`src/rtl/mac_pkg.sv`:
```
// Shared definitions for the mac_array west-edge sequencer: instruction bit
// positions, sequencer states and the instruction-word builder.
package mac_pkg;

   localparam int INST_MODE  = 2;
   localparam int INST_EXEC  = 1;
   localparam int INST_WLOAD = 0;

   typedef enum logic [2:0] {
      IDLE,
      W_FILL,
      A_FILL,
      W_PLAY,
      EXEC,
      A_PLAY,
      DRAIN
   } state_e;

   function automatic logic [2:0] inst_word(input logic m, input logic exec, input logic wload);
      logic [2:0] w;
      w             = '0;
      w[INST_MODE]  = m;
      w[INST_EXEC]  = exec;
      w[INST_WLOAD] = wload;
      return w;
   endfunction

endpackage

```
`src/rtl/mac_array_ctrl_skew_line.sv`:
```
// Row-skew delay line: row r of the packed word is delayed by r cycles, so
// row 0 passes straight through. All taps clear on reset.
module skew_line #(
   parameter int row = 2,
   parameter int bw  = 2
) (
   input  logic                  clk,
   input  logic                  reset,
   input  logic [row*2*bw-1:0]   data_i,
   output logic [row*2*bw-1:0]   data_o
);

   localparam int W = 2 * bw;

   for (genvar r = 0; r < row; r++) begin : g_row
      if (r == 0) begin : g_pass
         assign data_o[0 +: W] = data_i[0 +: W];
      end else begin : g_dly
         logic [W-1:0] dly_q [0:r-1];

         always_ff @(posedge clk or negedge reset) begin
            if (!reset) begin
               for (int i = 0; i < r; i++) dly_q[i] <= '0;
            end else begin
               dly_q[0] <= data_i[r*W +: W];
               for (int i = 1; i < r; i++) dly_q[i] <= dly_q[i-1];
            end
         end

         assign data_o[r*W +: W] = dly_q[r-1];
      end
   end

endmodule

```
`src/rtl/mac_array_ctrl.sv`:
```
// West-edge sequencer for mac_array: buffers one weight set and one activation
// burst, then replays them row-skewed with weight-load / execute / stream instructions.
module mac_array_ctrl
   import mac_pkg::*;
#(
   parameter int bw      = 2,
   parameter int b_bw    = 4,
   parameter int row     = 2,
   parameter int col     = 2,
   parameter int nij_max = 16,
   parameter int drain   = row + col
) (
   input  logic                             clk,
   input  logic                             reset,
   input  logic                             start,
   input  logic                             mode,
   input  logic [$clog2(nij_max+1)-1:0]     nij,
   input  logic                             w_valid,
   output logic                             w_ready,
   input  logic [row*b_bw-1:0]              w_data,
   input  logic                             a_valid,
   output logic                             a_ready,
   input  logic [row*b_bw-1:0]              a_data,
   output logic [2:0]                       inst_w,
   output logic [row*bw*2-1:0]              in_w,
   output logic                             busy,
   output logic                             done
);

   localparam int NIJ_W  = $clog2(nij_max + 1);
   localparam int WIDX_W = $clog2(2 * col);
   localparam int AIDX_W = $clog2(nij_max);
   localparam int CNT_W  = $clog2(nij_max + 2*col + row + drain + 4);
   localparam int DW     = row * b_bw;

   function automatic logic [NIJ_W-1:0] sat_nij(input logic [NIJ_W-1:0] n);
      return (n > NIJ_W'(nij_max)) ? NIJ_W'(nij_max) : n;
   endfunction

   state_e               state_q, state_d;
   logic [CNT_W-1:0]     cnt_q, cnt_d;
   logic                 mode_q, mode_d;
   logic [NIJ_W-1:0]     nij_q, nij_d;
   logic [2:0]           inst_w_q, inst_w_d;
   logic [DW-1:0]        in_w_q, in_w_d;
   logic                 done_q, done_d;
   logic                 w_we, a_we;
   logic [CNT_W-1:0]     k_c, nij_c;
   logic [DW-1:0]        feed, skew_out;

   logic [DW-1:0]        wbuf [0:2*col-1];
   logic [DW-1:0]        abuf [0:nij_max-1];

   assign k_c   = mode_q ? CNT_W'(col) : CNT_W'(2 * col);
   assign nij_c = CNT_W'(nij_q);

   always_comb begin
      state_d  = state_q;
      cnt_d    = cnt_q;
      mode_d   = mode_q;
      nij_d    = nij_q;
      inst_w_d = '0;
      done_d   = 1'b0;
      w_ready  = 1'b0;
      a_ready  = 1'b0;
      w_we     = 1'b0;
      a_we     = 1'b0;
      case (state_q)
         IDLE: begin
            // done_q high means the previous run ended this cycle; its start is dropped
            if (start && (nij != '0) && !done_q) begin
               state_d = W_FILL;
               cnt_d   = '0;
               mode_d  = mode;
               nij_d   = sat_nij(nij);
            end
         end
         W_FILL: begin
            w_ready = 1'b1;
            if (w_valid) begin
               w_we = 1'b1;
               if (cnt_q == k_c - CNT_W'(1)) begin
                  state_d = A_FILL;
                  cnt_d   = '0;
               end else begin
                  cnt_d = cnt_q + CNT_W'(1);
               end
            end
         end
         A_FILL: begin
            a_ready = 1'b1;
            if (a_valid) begin
               a_we = 1'b1;
               if (cnt_q == nij_c - CNT_W'(1)) begin
                  state_d = W_PLAY;
                  cnt_d   = '0;
               end else begin
                  cnt_d = cnt_q + CNT_W'(1);
               end
            end
         end
         W_PLAY: begin
            inst_w_d = inst_word(mode_q, 1'b0, 1'b1);
            if (cnt_q == k_c + CNT_W'(row)) begin
               state_d = EXEC;
               cnt_d   = '0;
            end else begin
               cnt_d = cnt_q + CNT_W'(1);
            end
         end
         EXEC: begin
            inst_w_d = inst_word(mode_q, 1'b1, 1'b0);
            state_d  = A_PLAY;
            cnt_d    = '0;
         end
         A_PLAY: begin
            inst_w_d = inst_word(mode_q, 1'b0, 1'b0);
            if (cnt_q + CNT_W'(2) == nij_c + CNT_W'(row)) begin
               state_d = DRAIN;
               cnt_d   = '0;
            end else begin
               cnt_d = cnt_q + CNT_W'(1);
            end
         end
         DRAIN: begin
            inst_w_d = inst_word(mode_q, 1'b0, 1'b0);
            if (cnt_q == CNT_W'(drain - 1)) begin
               done_d  = 1'b1;
               state_d = IDLE;
               cnt_d   = '0;
            end else begin
               cnt_d = cnt_q + CNT_W'(1);
            end
         end
         default: state_d = IDLE;
      endcase
   end

   // Weight feed lags the W_PLAY counter by one to leave the lead-in cycle empty
   always_comb begin
      feed = '0;
      if (state_q == W_PLAY && cnt_q != '0 && cnt_q <= k_c)
         feed = wbuf[WIDX_W'(cnt_q - CNT_W'(1))];
      else if (state_q == A_PLAY && cnt_q < nij_c)
         feed = abuf[AIDX_W'(cnt_q)];
   end

   skew_line #(.row(row), .bw(bw)) u_skew (
      .clk    (clk),
      .reset  (reset),
      .data_i (feed),
      .data_o (skew_out)
   );

   always_comb begin
      in_w_d = '0;
      if (state_q == W_PLAY || state_q == A_PLAY) in_w_d = skew_out;
   end

   always_ff @(posedge clk) begin
      if (w_we) wbuf[WIDX_W'(cnt_q)] <= w_data;
      if (a_we) abuf[AIDX_W'(cnt_q)] <= a_data;
   end

   always_ff @(posedge clk or negedge reset) begin
      if (!reset) begin
         state_q  <= IDLE;
         cnt_q    <= '0;
         mode_q   <= 1'b0;
         nij_q    <= '0;
         inst_w_q <= '0;
         in_w_q   <= '0;
         done_q   <= 1'b0;
      end else begin
         state_q  <= state_d;
         cnt_q    <= cnt_d;
         mode_q   <= mode_d;
         nij_q    <= nij_d;
         inst_w_q <= inst_w_d;
         in_w_q   <= in_w_d;
         done_q   <= done_d;
      end
   end

   assign inst_w = inst_w_q;
   assign in_w   = in_w_q;
   assign done   = done_q;
   assign busy   = (state_q != IDLE);

endmodule

```
`config.mk`:
```
export PLATFORM = sky130hd
export DESIGN_NAME = mac_array_ctrl
export DESIGN_NICKNAME = d
export VERILOG_FILES = /design/src/rtl/mac_pkg.sv /design/src/rtl/mac_array_ctrl_skew_line.sv /design/src/rtl/mac_array_ctrl.sv
export SDC_FILE = /design/constraint.sdc
export NUM_CORES = 1
export LEC_CHECK = 0
export CORE_AREA = 2 2 118 120
export CTS_BUF_LIST = sky130_fd_sc_hd__clkbuf_4
export DETAILED_ROUTE_END_ITERATION = 10
export DIE_AREA = 0 0 120 122
export PLACE_DENSITY = 0.82
export SLEW_MARGIN = 10
export SYNTH_ARGS = -nofsm -noshare
export SYNTH_HDL_FRONTEND = slang
export SYNTH_SLANG_ARGS = --single-unit
```
`constraint.sdc`:
```
create_clock -name clk -period 4.6 [get_ports clk]
set_input_delay 0.92 -clock clk [delete_from_list [all_inputs] [get_ports clk]]
set_output_delay 0.92 -clock clk [all_outputs]
set_load 0.1 [all_outputs]
```
## After elaboration in Yosys (flattened, before gate mapping)

Memories as Yosys holds them, arrays and structs flattened.
Index checks and enable logic that the tools add are counted.

- Input port bits: 27
- RAM bits: 160
- Memories: 2
- Register bits: 30
- Output and inout bits: 15

Memories:

| memory | words | bits a word | rd ports | clocked after memory_dff | write ports | RTL line | RTL |
|---|---|---|---|---|---|---|---|
| abuf | 16 | 8 | 1 | 0 | 1 | mac_array_ctrl.sv:52 | `logic [DW-1:0] abuf [0:nij_max-1];` |
| wbuf | 4 | 8 | 1 | 0 | 1 | mac_array_ctrl.sv:51 | `logic [DW-1:0] wbuf [0:2*col-1];` |

- $lt $le $gt $ge: 3
- Add/subtract/negate cells: 7
- Equal/unequal tests: 19
- Reductions and logical operators: 16
- Mux-type cells: 36

Operator list:

| cell | number |
|---|---|
| 5-bit two-way mux | 9 |
| 5-bit case mux with 7 select lines | 1 |
| 3-bit two-way mux | 9 |
| 8-bit two-way mux | 3 |
| 3-bit case mux with 7 select lines | 1 |
| 2-bit != test, second input constant | 8 |
| 5-bit == test | 3 |
| 1-bit two-way mux | 12 |
| 5-bit by 2-bit adder with 5-bit output, second input constant | 2 |
| 5-bit nonzero test | 2 |
| 3-bit == test, second input constant | 3 |
| 3-bit case mux with 3 select lines | 1 |
| 8-bit AND reduction | 1 |
| 7-bit nonzero test | 1 |
| 3-bit by 2-bit == test with 1-bit output, second input constant | 2 |
| 5-bit by 1-bit adder with 5-bit output, second input constant | 1 |
| 5-bit by 2-bit == test with 1-bit output, second input constant | 1 |
| 5-bit by 4-bit == test with 1-bit output | 1 |
| 5-bit greater-than comparator, second input constant | 1 |
| 5-bit by 3-bit less-or-equal comparator with 1-bit output | 1 |
| 1-bit logical AND | 5 |
| 5-bit < comparator | 1 |
| 5-bit by 1-bit subtractor with 5-bit output, second input constant | 1 |
| 3-bit by 2-bit adder with 4-bit output, second input constant | 1 |
| other kinds (10) | 10 |

## Longest topological paths before layout

- Depth after elaboration: 6
- Gate-level depth with buffers: 11

## Cells and area by module

Synthesis repeated with hierarchy kept, for this count alone.

- Cell total of the unflattened synthesis: 451
- Area total of the unflattened synthesis: 8055.2 um^2

Modules (own cells, without submodules):

| module | area each (um^2) | sequential area each (um^2) | instances | cells each |
|---|---|---|---|---|
| mac_array_ctrl | 7925.1 | 5455.2 | 1 | 443 |
| skew_line | 130.1 | 100.1 | 1 | 8 |

## Worst setup path before layout

Ideal clock, no wire load.

- Path kind: register -> output
- Start point: reg state_q[2]
- End point: out w_ready
- Data arrival time: 2993 ps
- Slack: 687 ps
- Cell stages (with the launch flop): 3
- Data required time: 3680 ps
- Buffers on the path: 1
- Cells stage by stage: dfrtp_1 > clkbuf_1 > nor3b_1

- Word-level cells in the longest chain between the ends: 2

Ends and longest elaborated chain:

| what | RTL line | RTL |
|---|---|---|
| start, declared | mac_array_ctrl.sv:40 | `state_e state_q, state_d;` |
| start signal, assigned | mac_array_ctrl.sv:175 | `state_q <= state_d;` |
| 3-bit by 1-bit == test with 1-bit output | mac_array_ctrl.sv:68 | `case (state_q)` |
| 1-bit two-way mux | mac_array_ctrl.sv:68 |  |
| end, declared | mac_array_ctrl.sv:19 | `output logic w_ready,` |

Every way passes these cells.

## Worst setup path after layout

- Start point: reg state_q[0]
- End point: out w_ready

The elaborated chain is that of the path after synthesis.

==> out/results.ini <==
[routing]
drc_errors=0
drt_first_pass_iters=5
ant_nets=0
drtIter0Drc=447
totalWireLength_um=15600
num_vias=4278
wl_per_cell_um=22.4
vias_per_cell=6.13

[worst_setup_path]
regToRegSetupSlack_ns=1.65
end_kind=output port
cp_max_fo=14
required_ns=3.68
r2r-start=cnt_q[1]
r2r.worst_path.cells=7
crit_arrival_ns=3.03
rr_endpoint=state_q[0]
worstSetupStartpointType=flop
crit_type=flop to output port

[grt]
grt_pass1_vias=4270
antenna_found_initial=0
grt_first_pass_wirelength_um=24200
grt_max_degree=31
grt-ovfl-total=0
track_usage_pct=23.0

[yosys]
synthFlopType=edfxtp_1
ys_ff_latch=190
ys_seq_area_share_pct=69.3
syn_nets=501
synth_area_um2=8020
synth_cells=458
synthDistinctLibCells=50
synth_edf_count=160
yosys.cell_count.top_type=edfxtp_1
synthTopCellsByCount=edfxtp_1 (160), mux4_2 (48), dfrtp_1 (30)
yosys.area.top_type=edfxtp_1
syn_area_per_cell_um2=17.5
synth_top_area_share_pct=59.9
synth.area.top_cells=edfxtp_1 (60%), mux4_2 (13%), dfrtp_1 (9.4%)
async_reset_ff_share_pct=15.8
yosys_warnings=0

[worst_hold_path]
holdCritPathClass=flop to flop
min-delay-start=u_skew.g_row[1].g_dly.dly_q[3]
min_to=in_w[7]
hold-path-cell-count=1

[clock_tree]
tritoncts=built
clk_pin_slew_ns=0.14
cts.path.max_buffers=2
root_buffer=clkbuf_4
cts_hold_buffers=0
clock_latency_ns=0.55
cts_inserted_buffers=17
cts_setup_buffers=0
ctsResizeCount=0
h-tree-depth=4
clock-sinks=190

[pwr]
power_density_nw_per_um2=507
irDropWorstVdd_mv=0.374
power_leakage_nw=3.03

[sta]
fin_crit_sh_pct=85.8
fin_crit_ns=3.95
tightest_slew_ns=1.13
setup_violations=0
maxSlewViolCount=0
rsz0062_at_grt=false
tns_ns=0
max_freq_mhz=253
slew_headroom_pct=24.5
hold_violations=0
fin_worst_skew_ns=0.0146

[flow_run]
drv_cap=0

[floorplan]
die_w_um=120
die_area_um2=14600
initial_core_util_pct=59.4
rows=43
die_h_um=122
io_pins=42
core_area_um2=13500

[final_layout]
antenna_cells=0
fin_nets=549
final_core_util_pct=66.1
drive_gt1_share_pct=17.6
syn_to_final_growth_pct=11.4

[outcome]
status=finished, final reports clean

[place]
io_buffer_count=41
gp_routability_congestion=0.870
dp_hpwl_um=10200

[cell type report]
class	count	area [µm²]
tap	180	225
multi-input combinational	229	2290
clock buffer	18	135
clock inverter	13	185
inverter	19	71.3
fill	894	4570
sequential	190	5560
timing repair buffer	49	470
[worst max-delay path, cell delays in order, from the launching register on]
cell and delay [ns]:
dfrtp_1 0.57, nor3b_1 0.64, clkdlybuf4s50_1 1.26
[state kept, by name (all words and copies together), names as in the netlist]
register,count
abuf,128
wbuf,32
in_w,8
cnt_q,5
nij_c,5
u_skew.g_row.g_dly.dly_q,4
inst_w,3
state_q,3
done,1
mode_q,1
[placed cells by master (no fill, tap or decap), drive strengths merged, types with 2 or more instances in the layout]
| cell type | count |
|---|---|
| nand2 | 23 |
| and2 | 8 |
| edfxtp | 160 |
| dfrtp | 30 |
| mux2 | 2 |
| o21ai | 25 |
| ha | 16 |
| bufinv | 4 |
| nand3 | 15 |
| o211ai | 3 |
| clkbuf | 18 |
| nor3b | 3 |
| clkinv | 4 |
| a21oi | 2 |
| nand2b | 8 |
| nor2 | 20 |
| clkdlybuf4s50 | 41 |
| nor3 | 6 |
| xor2 | 2 |
| nand3b | 2 |
| mux4 | 48 |
| o31ai | 4 |
| or2 | 2 |
| and3 | 6 |
| a21boi | 4 |
| buf | 8 |
| nor2b | 4 |
| inv | 24 |
| o21a | 2 |
| xnor2 | 8 |
[power breakdown]
| group | total [mW] | internal, mW | switching [mW] |
|---|---|---|---|
| clock network | 0.990 | 0.442 | 0.549 |
| registers | 2.13 | 1.97 | 0.161 |
| logic | 1.40 | 0.573 | 0.826 |
[how the worst max path moves through the flow]
stage          startpoint      end  slack, ns  cells after the start
3_3_place_gp   state_q[2]  w_ready       1.26                      2
2_1_floorplan  state_q[2]  w_ready       0.69                      2
3_5_place_dp   state_q[2]  w_ready       1.26                      2
4_1_cts        state_q[0]  w_ready       0.63                      2
5_1_grt        state_q[0]  w_ready       0.45                      2
6_report       state_q[0]  w_ready       0.65                      2
[metal layers]
layer | share of wire, % | global-route usage [%] | vias up
met5 | 0 | 0 | -
met4 | 2.6 | 8.09 | 0
met3 | 6.6 | 5.76 | 32
met2 | 50 | 37.3 | 167
met1 | 41 | 31.0 | 2188
li1 | - | - | 1891
[through the flow]
| stage | worst slack [ns] | hold WS, ns | instance area (µm²) | instances | total power, mW |
|---|---|---|---|---|---|
| finish | 0.654 | 0.456 | 8930 | 698 | 4.52 |
| global route | 0.448 | 0.483 | 8930 | 698 | 4.73 |
| CTS | 0.631 | 0.464 | 8930 | 698 | 4.55 |
| detailed placement | 1.26 | 0.435 | 8610 | 667 | 3.57 |
| global placement | 1.26 | 0.439 | 8610 | 667 | 3.54 |
| floorplan | 0.687 | 0.428 | 8020 | 458 | 3.22 |
[cell families (layout without fill, tap and decap cells)]
logic type,Yosys count,count (layout),synth area share (%)
xor+xnor,11,11,1.47
compound gates,50,50,4.20
fa+ha+maj,16,16,2.50
flops,190,190,69.3
mux,50,50,13.8
simple gates,102,102,6.60
buf+inv,39,99,2.20
No activity file was read; power rests on OpenSTA's default activity.
